<file path="config.mk">
export PLATFORM = sky130hd
export DESIGN_NAME = ct_ciu_vb_w_issue
export DESIGN_NICKNAME = d
export VERILOG_FILES = /design/src/rtl/ct_ciu_vb_w_issue.sv
export SDC_FILE = /design/constraint.sdc
export NUM_CORES = 1
export LEC_CHECK = 0
export CORE_AREA = 5 5 288 290
export CTS_CLUSTER_DIAMETER = 30
export CTS_CLUSTER_SIZE = 40
export DETAILED_ROUTE_END_ITERATION = 8
export DIE_AREA = 0 0 293 295
export PLACE_DENSITY = 0.68
export SLEW_MARGIN = 20
export SYNTH_ARGS = -nofsm -noshare
export SYNTH_HDL_FRONTEND = slang
export SYNTH_SLANG_ARGS = --single-unit
</file>
<file path="constraint.sdc">
create_clock -name forever_cpuclk -period 3.1 [get_ports forever_cpuclk]
set_clock_uncertainty 0.2 [all_clocks]
set_input_delay 0.31 -clock forever_cpuclk [delete_from_list [all_inputs] [get_ports forever_cpuclk]]
set_output_delay 0.31 -clock forever_cpuclk [all_outputs]
set_load 0.1 [all_outputs]
</file>
<file path="src/rtl/ct_ciu_vb_w_issue.sv">
// Victim-buffer write-issue engine: serializes one granted line onto the AXI W channel as a
// critical-word-first wrap burst, then retires the entry on its B response.
module ct_ciu_vb_w_issue #(
    parameter int unsigned ENTRY  = 8,
    parameter int unsigned BEATS  = 4,
    parameter int unsigned DWIDTH = 128
) (
    input  logic                        forever_cpuclk,
    input  logic                        cpurst_b,
    input  logic                        vb_w_req_vld,
    input  logic [$clog2(ENTRY)-1:0]    vb_w_req_id,
    input  logic [BEATS*DWIDTH-1:0]     vb_w_req_data,
    input  logic [BEATS*DWIDTH/8-1:0]   vb_w_req_strb,
    input  logic [$clog2(BEATS)-1:0]    vb_w_req_offset,
    output logic                        vb_w_req_grnt,
    output logic                        vb_ebiu_wvalid,
    output logic [DWIDTH-1:0]           vb_ebiu_wdata,
    output logic [DWIDTH/8-1:0]         vb_ebiu_wstrb,
    output logic                        vb_ebiu_wlast,
    input  logic                        ebiu_vb_wready,
    input  logic                        ebiu_vb_bvalid,
    input  logic [$clog2(ENTRY)-1:0]    ebiu_vb_bid,
    input  logic [1:0]                  ebiu_vb_bresp,
    output logic                        vb_ebiu_bready,
    output logic [ENTRY-1:0]            vb_w_pop_sel,
    output logic                        vb_w_bresp_err,
    output logic                        vb_w_idle
);

    localparam int unsigned IDW = $clog2(ENTRY);
    localparam int unsigned BW  = $clog2(BEATS);
    localparam int unsigned OW  = $clog2(ENTRY + 1);
    localparam int unsigned SW  = DWIDTH / 8;

    localparam logic IDLE = 1'b0;
    localparam logic SEND = 1'b1;

    logic                          state_q, state_d;
    logic [BEATS-1:0][DWIDTH-1:0]  data_q;
    logic [BEATS-1:0][SW-1:0]      strb_q;
    logic [IDW-1:0]                id_q;
    logic [BW-1:0]                 beat_cnt_q, beat_cnt_d;
    logic [BW-1:0]                 cur_beat_q, cur_beat_d;
    logic [OW-1:0]                 outst_cnt_q, outst_cnt_d;
    logic                          bresp_err_q;

    logic w_hs;
    logic last_hs;
    logic b_hs;

    always_comb begin
        vb_ebiu_wvalid = (state_q == SEND);
        vb_ebiu_wdata  = vb_ebiu_wvalid ? data_q[cur_beat_q] : '0;
        vb_ebiu_wstrb  = vb_ebiu_wvalid ? strb_q[cur_beat_q] : '0;
        vb_ebiu_wlast  = vb_ebiu_wvalid & (beat_cnt_q == BW'(BEATS - 1));
        vb_ebiu_bready = (outst_cnt_q != '0);

        w_hs    = vb_ebiu_wvalid & ebiu_vb_wready;
        last_hs = w_hs & vb_ebiu_wlast;
        b_hs    = ebiu_vb_bvalid & vb_ebiu_bready;

        // A B retiring this cycle frees a slot for a request arriving at a full counter.
        vb_w_req_grnt = vb_w_req_vld & ((state_q == IDLE) | last_hs)
                      & ((outst_cnt_q != OW'(ENTRY)) | b_hs);

        vb_w_pop_sel   = b_hs ? (ENTRY'(1) << ebiu_vb_bid) : '0;
        vb_w_bresp_err = bresp_err_q;
        vb_w_idle      = (state_q == IDLE) & (outst_cnt_q == '0);
    end

    always_comb begin
        state_d    = state_q;
        beat_cnt_d = beat_cnt_q;
        cur_beat_d = cur_beat_q;
        if (vb_w_req_grnt) begin
            state_d    = SEND;
            beat_cnt_d = '0;
            cur_beat_d = vb_w_req_offset;
        end else if (w_hs) begin
            beat_cnt_d = beat_cnt_q + 1'b1;
            cur_beat_d = cur_beat_q + 1'b1;
            if (last_hs) begin
                state_d = IDLE;
            end
        end

        outst_cnt_d = outst_cnt_q;
        case ({last_hs, b_hs})
            2'b10:   outst_cnt_d = outst_cnt_q + 1'b1;
            2'b01:   outst_cnt_d = outst_cnt_q - 1'b1;
            default: outst_cnt_d = outst_cnt_q;
        endcase
    end

    always_ff @(posedge forever_cpuclk or negedge cpurst_b) begin
        if (!cpurst_b) begin
            state_q     <= IDLE;
            beat_cnt_q  <= '0;
            cur_beat_q  <= '0;
            outst_cnt_q <= '0;
            bresp_err_q <= 1'b0;
        end else begin
            state_q     <= state_d;
            beat_cnt_q  <= beat_cnt_d;
            cur_beat_q  <= cur_beat_d;
            outst_cnt_q <= outst_cnt_d;
            bresp_err_q <= b_hs & ebiu_vb_bresp[1];
        end
    end

    // The line is captured only on grant so W stays stable across wready stalls.
    always_ff @(posedge forever_cpuclk or negedge cpurst_b) begin
        if (!cpurst_b) begin
            data_q <= '0;
            strb_q <= '0;
            id_q   <= '0;
        end else if (vb_w_req_grnt) begin
            data_q <= vb_w_req_data;
            strb_q <= vb_w_req_strb;
            id_q   <= vb_w_req_id;
        end
    end

endmodule
</file>
==> run summary, run 1 <==
Status -> finished, final reports clean
Hold Crit Class -> primary input to flip-flop
Antenna Violating Nets Remaining -> 0
Ys flop type -> dfrtp_1
Clock buffer depth -> 3
Starting Density -> 0.329
HP Start -> vb_w_req_data[446]
Final Setup Violations -> 0
Maximum achievable frequency -> 332 MHz
Total of warnings raised by yosys -> 0
First-pass GRT wire length -> 136000 um
Commonest cells in the netlist -> dfrtp_1 (586), mux2_2 (492), and2_1 (146), mux4_2 (144), mux2_1 (85)
Pre-Repair DR Iteration Count -> 4
Critical Path, Cell by Cell -> buf_6 > buf_16 > buf_12 > mux4_2 > and2_4 > buf_12
Area Overhead vs Synth -> 73.2%
Syn Nets -> 2215
Clk_lat worst skew -> 0.68 ns
# IOs -> 749
Sequential cell area -> 0.0147 mm^2
CP peak stage delay -> 0.54 ns
CP startpoint kind -> flip-flop
Crit path required time -> 2.59 ns
Overflow after GRT -> 0
Actual slew at the worst max-slew pin -> 0.417 ns
Critical path startpoint -> cur_beat_q[0]
Remaining DRCs -> 0
Pin count of the biggest net entering global routing -> 79
RR Startpoint -> outst_cnt_q[0]
TritonCTS clock tree -> yes
Post-Place Cell Area -> 0.0365 mm^2
FILL cells -> 6052
WL/cell -> 22.4 um
Final WS setup -> 0.0920 ns
Chip Height -> 295 um
Period minus WS final -> 3.01 ns
Syn Std Cell Area -> 0.0263 mm^2
Reg clk slew, reported paths -> 0.05 ns
Mean Syn Cell Area -> 16.2 um^2
Worst hold slack -> 0.0399 ns
Post-synth EDFFs -> 0
Core ar. -> 0.0800 mm^2
Multi-input gate area -> 0.0111 mm^2
Register bit total from synthesis -> 586
Hold Vio Cnt, Final -> 0
Final HPWL DP -> 60300 um
Die extent in x -> 293 um
Maxcap violations -> 0
WS Path Type -> flip-flop to output port
Tcrit/Tclk final -> 0.970
Crit-path most repeated cell -> buf_12
Most common cell in the netlist -> dfrtp_1
Area contributors post-synth -> dfrtp_1 (56%), mux2_2 (21%), mux4_2 (12%), mux2_1 (3.6%), and2_1 (3.5%)
Pre-CTS setup slack -> 0.331 ns
Fin util -> 0.570
Vias per inst -> 4.79
Sink Count -> 586
Number of global-route vias before repair -> 22700
Max FO, Critical Path -> 7
Num CTS Buffers -> 140
1st-iter DRT viols -> 744
GRT Util Overall -> 0.204
Cell taking the most area after synthesis -> dfrtp_1
Final instance area -> 0.0456 mm^2
RSZ-0062 raised after global routing -> yes
RePlAce Congestion -> 0.857
I/O Buffers -> 744
Max_slew headroom -> 0.715
Gate count after technology mapping -> 1620
Synth cell types -> 29
Root buf cell -> clkbuf_16
Antenna violations before repair -> 29
Row count -> 104
Fraction of registers with async set/reset -> 1.00
Final nets -> 3411
H-tree levels -> 4
Register area share after synthesis -> 0.557
Die area -> 0.0864 mm^2
CP endpoint kind -> output port
Slowest CP cell -> mux4_2
Slew Limit Fails -> 0
Routed via count -> 19200
Final WL -> 89800 um
Post-synth top area share -> 0.557
Share of layout cells above drive strength 1 -> 0.393
Crit path DAT -> 2.50 ns
-- registers in the layout (all words and copies together), names as in the netlist --
name            cells
vb_ebiu_wvalid      1
data_q            512
strb_q             64
beat_cnt_q          2
vb_w_bresp_err      1
outst_cnt_q         4
cur_beat_q          2
-- metrics by stage --
step	std cells	setup TNS, ns
3_5_place_dp	3377	0
3_3_place_gp	3377	0
6_report	4015	0
5_1_grt	4009	-0.00438
4_1_cts	3993	-0.0236
2_1_floorplan	1620	0
-- final cells by class --
cell class / instances / area share
sequential: 586 / 0.322
timing repair buffer: 1166 / 0.289
multi-input combinational: 921 / 0.243
clock buffer: 181 / 0.0874
tap: 1060 / 0.0291
clock inverter: 78 / 0.0284
antenna: 22 / 0.00121
inverter: 1 / 0.0000824
-- final timing paths --
path | end | slack, ns | cells after the start
worst max-delay path | vb_ebiu_wdata[32] | 0.09 | 6
worst min-delay path | data_q[446] | 0.04 | 2
worst max register to register | outst_cnt_q[2] | 0.26 | 9
worst min register to register | data_q[36] | 0.28 | 1
max in group asynchronous | data_q[130] | 1.95 | 4
min in group asynchronous | data_q[495] | 0.09 | 3
-- critical path, delay by kind of cell (launching register included) --
family | cells | cell delay [ns]
buffers and inverters | 4 | 0.59
flip-flops | 1 | 0.45
AND/OR/NAND/NOR | 1 | 0.19
multiplexers | 1 | 0.54
-- cells in the final DEF, fill, tap and decap left out, types with 2 or more instances in the layout --
cell,n
mux2_1,85
clkdlybuf4s50_1,585
clkinv_8,4
clkinv_4,6
a21oi_1,4
nor2_1,11
buf_12,153
buf_4,74
buf_6,5
diode_2,22
inv_16,5
clkbuf_1,12
clkbuf_8,26
nand2_1,4
nand3_1,4
clkinv_16,3
clkbuf_16,144
dfrtp_4,3
buf_8,3
nand2b_1,4
bufinv_16,26
nor3_2,2
mux2_2,492
buf_16,7
dlygate4sd3_1,338
and2_4,14
xnor2_1,2
and2_1,131
clkinvlp_4,12
mux4_2,144
ha_1,4
clkinv_2,21
dfrtp_1,583
xor2_1,6
-- routing by layer --
layer / share of wire / track usage
met1: 0.37 / 0.230
met2: 0.52 / 0.355
met3: 0.076 / 0.0693
met4: 0.034 / 0.0852
met5: 0.0015 / 0
-- kinds of logic after synthesis --
kind of cell	count (synthesis)	synth area share
AOI/OAI and AO/OA	8	0.00214
xor gates and xnor gates	8	0.00266
adders and majority gates	4	0.00190
buffers and inverters	113	0.0248
DFF	586	0.557
muxes	721	0.370
and+or+nand+nor	180	0.0411
-- timing repair --
item / 4_1_cts / 5_1_grt
hold buffers: 338 / 1
resized for setup: 19 / 18
endpoints found under the hold margin: 723 / 1
gates cloned: 4 / 1
endpoints found under the setup margin: 103 / 47
setup buffers: 15 / 0
Power of run 1 is left out: the tool's default activity adds up to more than one toggle a clock period on the data nets, which glitch-free logic cannot reach.
==> run 2, diff against run 1 <==
MAX_ROUTING_LAYER = met4   (was default)
==> run 2 against run 1 <==
  * Worst hold slack lost 0.0088 ns
  * Worst setup slack worse by 0.011 ns
  * Global-route usage is 0.65 points higher
  * First-iteration DRC count is 0.54% lower
  * Maximum frequency shrank 0.36%
  * Register-to-register slack hardly changed
  * Sequential cell count did not move
  * Utilization barely moved
  * Sequential share of layout area barely moved
  * Largest cell class unchanged
  * Wire length barely moved
  * Clock-buffer cell count stayed put
==> run summary, run 2 (same netlist as run 1, synthesis figures left out) <==
TritonCTS clock tree -> yes (unchanged)
Sequential cell area -> 0.0147 mm^2 (unchanged)
Clk_lat worst skew -> 0.70 ns (was 0.68 ns)
Non-Filler Instances -> 4023 (was 4015)
Period minus WS final -> 3.02 ns (was 3.01 ns)
Crit path required time -> 2.59 ns (about the same)
Largest registers -> data_q: 512 flops, strb_q: 64 flops, outst_cnt_q: 4 flops (unchanged)
Maxcap violations -> 0 (unchanged)
Flop-to-flop setup slack -> 0.27 ns (was 0.26 ns)
Slew Limit Fails -> 0 (unchanged)
I/O Buffers -> 744 (unchanged)
RePlAce Congestion -> 0.870 (was 0.857)
Actual slew at the worst max-slew pin -> 0.422 ns (was 0.417 ns)
Final TNS setup -> 0 ns (unchanged)
Area Overhead vs Synth -> 73.3% (was 73.2%)
Final nets -> 3411 (unchanged)
CP endpoint kind -> output port (unchanged)
Chip Height -> 295 um (unchanged)
Multi-input gate area -> 0.0111 mm^2 (about the same)
Row count -> 104 (unchanged)
CP startpoint kind -> flip-flop (unchanged)
Maximum achievable frequency -> 331 MHz (was 332 MHz)
Final Setup Violations -> 0 (unchanged)
Final WS setup -> 0.0811 ns (was 0.0920 ns)
Max reg flops -> 512 (unchanged)
Max FO, Critical Path -> 7 (unchanged)
Tcrit/Tclk final -> 0.974 (was 0.970)
Crit path DAT -> 2.51 ns (was 2.50 ns)
Die extent in x -> 293 um (unchanged)
Final WL -> 89800 um (about the same)
Reg2reg end -> outst_cnt_q[2] (unchanged)
Final instance area -> 0.0456 mm^2 (about the same)
Hold Vio Cnt, Final -> 0 (unchanged)
Sink Count -> 586 (unchanged)
R2R depth -> 9 (unchanged)
Core ar. -> 0.0800 mm^2 (unchanged)
Final HPWL DP -> 60300 um (unchanged)
Dpl cells -> 3377 (unchanged)
WS Path Type -> flip-flop to output port (unchanged)
Reg clk slew, reported paths -> 0.05 ns (about the same)
Most frequent cells in the layout -> clkdlybuf4s50_1 (585), dfrtp_1 (583), mux2_2 (492) (unchanged)
Remaining DRCs -> 0 (unchanged)
Share of layout cells above drive strength 1 -> 0.392 (was 0.393)
Number of global-route vias before repair -> 22800 (was 22700)
Register name with the most flops -> data_q (unchanged)
# IOs -> 749 (unchanged)
Crit path capture -> vb_ebiu_wdata[16] (was vb_ebiu_wdata[32])
FILL cells -> 6048 (was 6052)
1st-iter DRT viols -> 740 (was 744)
Root buf cell -> clkbuf_16 (unchanged)
Antenna Violating Nets Remaining -> 0 (unchanged)
Num CTS Buffers -> 140 (unchanged)
WL/cell -> 22.3 um (was 22.4 um)
Hold Crit Class -> primary input to flip-flop (unchanged)
Clock buffer depth -> 3 (unchanged)
RR Startpoint -> outst_cnt_q[1] (was outst_cnt_q[0])
First-pass GRT wire length -> 136000 um (about the same)
Antenna violations before repair -> 29 (unchanged)
GRT Util Overall -> 0.210 (was 0.204)
Pre-Repair DR Iteration Count -> 4 (unchanged)
Vias per inst -> 4.77 (was 4.79)
Starting Density -> 0.329 (unchanged)
Die area -> 0.0864 mm^2 (unchanged)
Critical path startpoint -> cur_beat_q[0] (unchanged)
RSZ-0062 raised after global routing -> yes (unchanged)
Pin count of the biggest net entering global routing -> 79 (unchanged)
Commonest non-fill, non-tap cell in the layout -> clkdlybuf4s50_1 (unchanged)
Max_slew headroom -> 0.712 (was 0.715)
Overflow after GRT -> 0 (unchanged)
Post-Place Cell Area -> 0.0365 mm^2 (unchanged)
H-tree levels -> 4 (unchanged)
Status -> finished, final reports clean (unchanged)
Routed via count -> 19200 (about the same)
Pre-CTS setup slack -> 0.331 ns (unchanged)
## run 2: cell types whose count changed in the layout (fill, tap and decap cells not counted), sizes merged
cell / previous run / this run
diode: 22 / 30
## run 2: worst min-delay path by stage
stage / to / slack, ns / startpoint / cells past startpoint
2_1_floorplan: beat_cnt_q[0] / -0.19 / cpurst_b / 0
3_3_place_gp: data_q[491] / 0.08 / cpurst_b / 1
3_5_place_dp: data_q[362] / 0.09 / cpurst_b / 1
4_1_cts: data_q[275] / 0.00002 / vb_w_req_data[275] / 2
5_1_grt: data_q[446] / -0.02 / vb_w_req_data[446] / 2
6_report: data_q[446] / 0.03 / vb_w_req_data[446] / 2
## run 2: area by class of cell
type | count | share of cell area
tap | 1060 | 0.0291
inverter | 1 | 0.0000823
sequential | 586 | 0.322
timing repair buffer | 1166 | 0.289
clock buffer | 181 | 0.0873
antenna | 30 | 0.00165
multi-input combinational | 921 | 0.243
clock inverter | 78 | 0.0283
## run 2: per-stage QoR
step	util	hold WS, ns
6_report	0.570	0.0311
5_1_grt	0.570	-0.0154
4_1_cts	0.568	0.0000158
3_5_place_dp	0.456	0.0874
3_3_place_gp	0.456	0.0754
2_1_floorplan	-	-0.186
## run 2: critical path: stages, from the launching register on
cell,delay [ns]
dfrtp_4,0.45
buf_6,0.12
buf_16,0.15
buf_12,0.16
mux4_2,0.51
and2_1,0.20
buf_12,0.17
## run 2: repair_timing
| item | 4_1_cts | 5_1_grt |
|---|---|---|
| setup buffers | 15 | 0 |
| cloned | 4 | 1 |
| endpoints found under the setup margin | 103 | 58 |
| hold endpoints to repair | 723 | 1 |
| resized for setup | 19 | 18 |
| hold buffers | 338 | 1 |
## run 2: per-layer routing
layer  wire length (um)  part of all wire  vias to the layer above  track usage
li1                   -                 -                     8429            -
met1              33600              0.37                     9861        0.233
met2              47000              0.52                      741        0.355
met3               6390             0.071                      168       0.0651
met4               2850             0.032                        0       0.0859
met5                  0                 0                        -            -
Power of run 2 is left out for the same reason.
==> run 3, diff against run 2 <==
SETUP_SLACK_MARGIN = 0.2   (was default)
==> run 3 against run 2 <==
  * Wire length grew 12%
  * Global-route usage is 2.2 points higher
  * Critical path type unchanged
  * Utilization up 3.2 points
  * Sequential share of layout area decreased by 1.7 points
  * Design area is 5.6% higher
  * Die area did not move
  * Critical endpoint is now vb_ebiu_wdata[80]
  * Sequential cell count is the same
  * Register-to-register slack improved by 0.11 ns
  * Maximum frequency fell by 1.4%
  * Clock-buffer cell count is 2 lower
  * Non-clock buffer count increased by 170
  * Worst setup slack worse by 0.043 ns
==> run summary, run 3 (same netlist as run 1, synthesis figures left out) <==
WL/cell -> 24.1 um (was 22.3 um)
Number of global-route vias before repair -> 24300 (was 22800)
Reg clk slew, reported paths -> 0.04 ns (was 0.05 ns)
Clock buffer depth -> 3 (unchanged)
Crit path DAT -> 2.55 ns (was 2.51 ns)
Crit path required time -> 2.59 ns (about the same)
Pre-Repair DR Iteration Count -> 4 (unchanged)
GRT Util Overall -> 0.232 (was 0.210)
Actual slew at the worst max-slew pin -> 0.547 ns (was 0.422 ns)
Starting Density -> 0.329 (unchanged)
Max reg flops -> 512 (unchanged)
Final Setup Violations -> 0 (unchanged)
Max FO, Critical Path -> 10 (was 7)
Status -> finished, final reports clean (unchanged)
CP endpoint kind -> output port (unchanged)
Num CTS Buffers -> 141 (was 140)
Register name with the most flops -> data_q (unchanged)
Post-Place Cell Area -> 0.0365 mm^2 (about the same)
Sink Count -> 586 (unchanged)
Core ar. -> 0.0800 mm^2 (unchanged)
Area Overhead vs Synth -> 82.9% (was 73.3%)
Commonest non-fill, non-tap cell in the layout -> clkdlybuf4s50_1 (unchanged)
I/O Buffers -> 744 (unchanged)
# IOs -> 749 (unchanged)
Share of layout cells above drive strength 1 -> 0.415 (was 0.392)
Die extent in x -> 293 um (unchanged)
Pin count of the biggest net entering global routing -> 84 (was 79)
WS Path Type -> flip-flop to output port (unchanged)
Period minus WS final -> 3.06 ns (was 3.02 ns)
Antenna Violating Nets Remaining -> 0 (unchanged)
FILL cells -> 5573 (was 6048)
H-tree levels -> 4 (unchanged)
Clk_lat worst skew -> 0.69 ns (was 0.70 ns)
Maximum achievable frequency -> 327 MHz (was 331 MHz)
Row count -> 104 (unchanged)
Tcrit/Tclk final -> 0.988 (was 0.974)
Hold Crit Class -> primary input to flip-flop (unchanged)
RePlAce Congestion -> 0.857 (was 0.870)
1st-iter DRT viols -> 719 (was 740)
Root buf cell -> clkbuf_16 (unchanged)
Final WL -> 101000 um (was 89800 um)
Remaining DRCs -> 0 (unchanged)
Overflow after GRT -> 0 (unchanged)
Final nets -> 3582 (was 3411)
Vias per inst -> 4.86 (was 4.77)
Final TNS setup -> 0 ns (unchanged)
Slew Limit Fails -> 0 (unchanged)
First-pass GRT wire length -> 148000 um (was 136000 um)
Most frequent cells in the layout -> clkdlybuf4s50_1 (585), dfrtp_1 (581), dlygate4sd3_1 (496) (was clkdlybuf4s50_1 (585), dfrtp_1 (583), mux2_2 (492))
Largest registers -> data_q: 512 flops, strb_q: 64 flops, outst_cnt_q: 4 flops (unchanged)
Maxcap violations -> 0 (unchanged)
Routed via count -> 20400 (was 19200)
Max_slew headroom -> 0.635 (was 0.712)
Final HPWL DP -> 60500 um (was 60300 um)
RSZ-0062 raised after global routing -> yes (unchanged)
Hold Vio Cnt, Final -> 0 (unchanged)
CP startpoint kind -> flip-flop (unchanged)
Die area -> 0.0864 mm^2 (unchanged)
TritonCTS clock tree -> yes (unchanged)
Final instance area -> 0.0481 mm^2 (was 0.0456 mm^2)
Antenna violations before repair -> 25 (was 29)
Chip Height -> 295 um (unchanged)
run 3: path summary, 6_finish.rpt:
kind	startpoint	to	slack, ns	cells past startpoint
min reg2reg	data_q[58]	data_q[58]	0.29	1
min in group asynchronous	cpurst_b	data_q[257]	0.20	3
max in group asynchronous	cpurst_b	data_q[157]	2.02	3
max	cur_beat_q[0]	vb_ebiu_wdata[80]	0.04	5
max reg2reg	outst_cnt_q[0]	outst_cnt_q[2]	0.38	9
min	vb_w_req_data[196]	data_q[196]	0.06	2
run 3: final cells by class:
class,count,area (um^2),area share
Timing Repair Buffer,1336,15500,0.321
Sequential cell,586,14700,0.305
Multi-Input combinational cell,921,11400,0.237
Clock buffer,179,3890,0.0809
Tap cell,1060,1330,0.0276
Clock inverter,80,1280,0.0266
Antenna cell,29,72.6,0.00151
Inverter,1,3.75,0.0000780
run 3: per-stage QoR:
step	util	std cells	setup WS (ns)	hold slack, ns
5_1_grt	0.601	4189	-0.0602	0.0131
2_1_floorplan	-	1620	0.300	-0.186
4_1_cts	0.597	4157	-0.0297	0.000262
6_report	0.601	4192	0.0377	0.0554
3_5_place_dp	0.456	3369	0.315	0.139
3_3_place_gp	0.456	3369	0.297	0.133
run 3: metal layers:
| layer | track usage | part of all wire | vias to the layer above |
|---|---|---|---|
| met5 | - | 0 | - |
| met4 | 0.118 | 0.044 | 0 |
| met3 | 0.0642 | 0.066 | 255 |
| met2 | 0.399 | 0.53 | 840 |
| met1 | 0.245 | 0.36 | 10500 |
| li1 | - | - | 8764 |
run 3: what timing repair did:
action / CTS / global route
gates cloned: 12 / 2
pin swaps: 1 / 1
buffers inserted: 21 / 3
resized for setup: 205 / 49
endpoints found under the setup margin: 155 / 144
endpoints found under the hold margin: 1080 / 1
hold buffers: 496 / 1
run 3: critical path, stage by stage, from the launching register on:
cell and delay [ns]:
dfrtp_4 0.51, buf_12 0.20, buf_16 0.17, mux4_2 0.58, and2_4 0.21, buf_12 0.16
Power of run 3 is left out for the same reason.
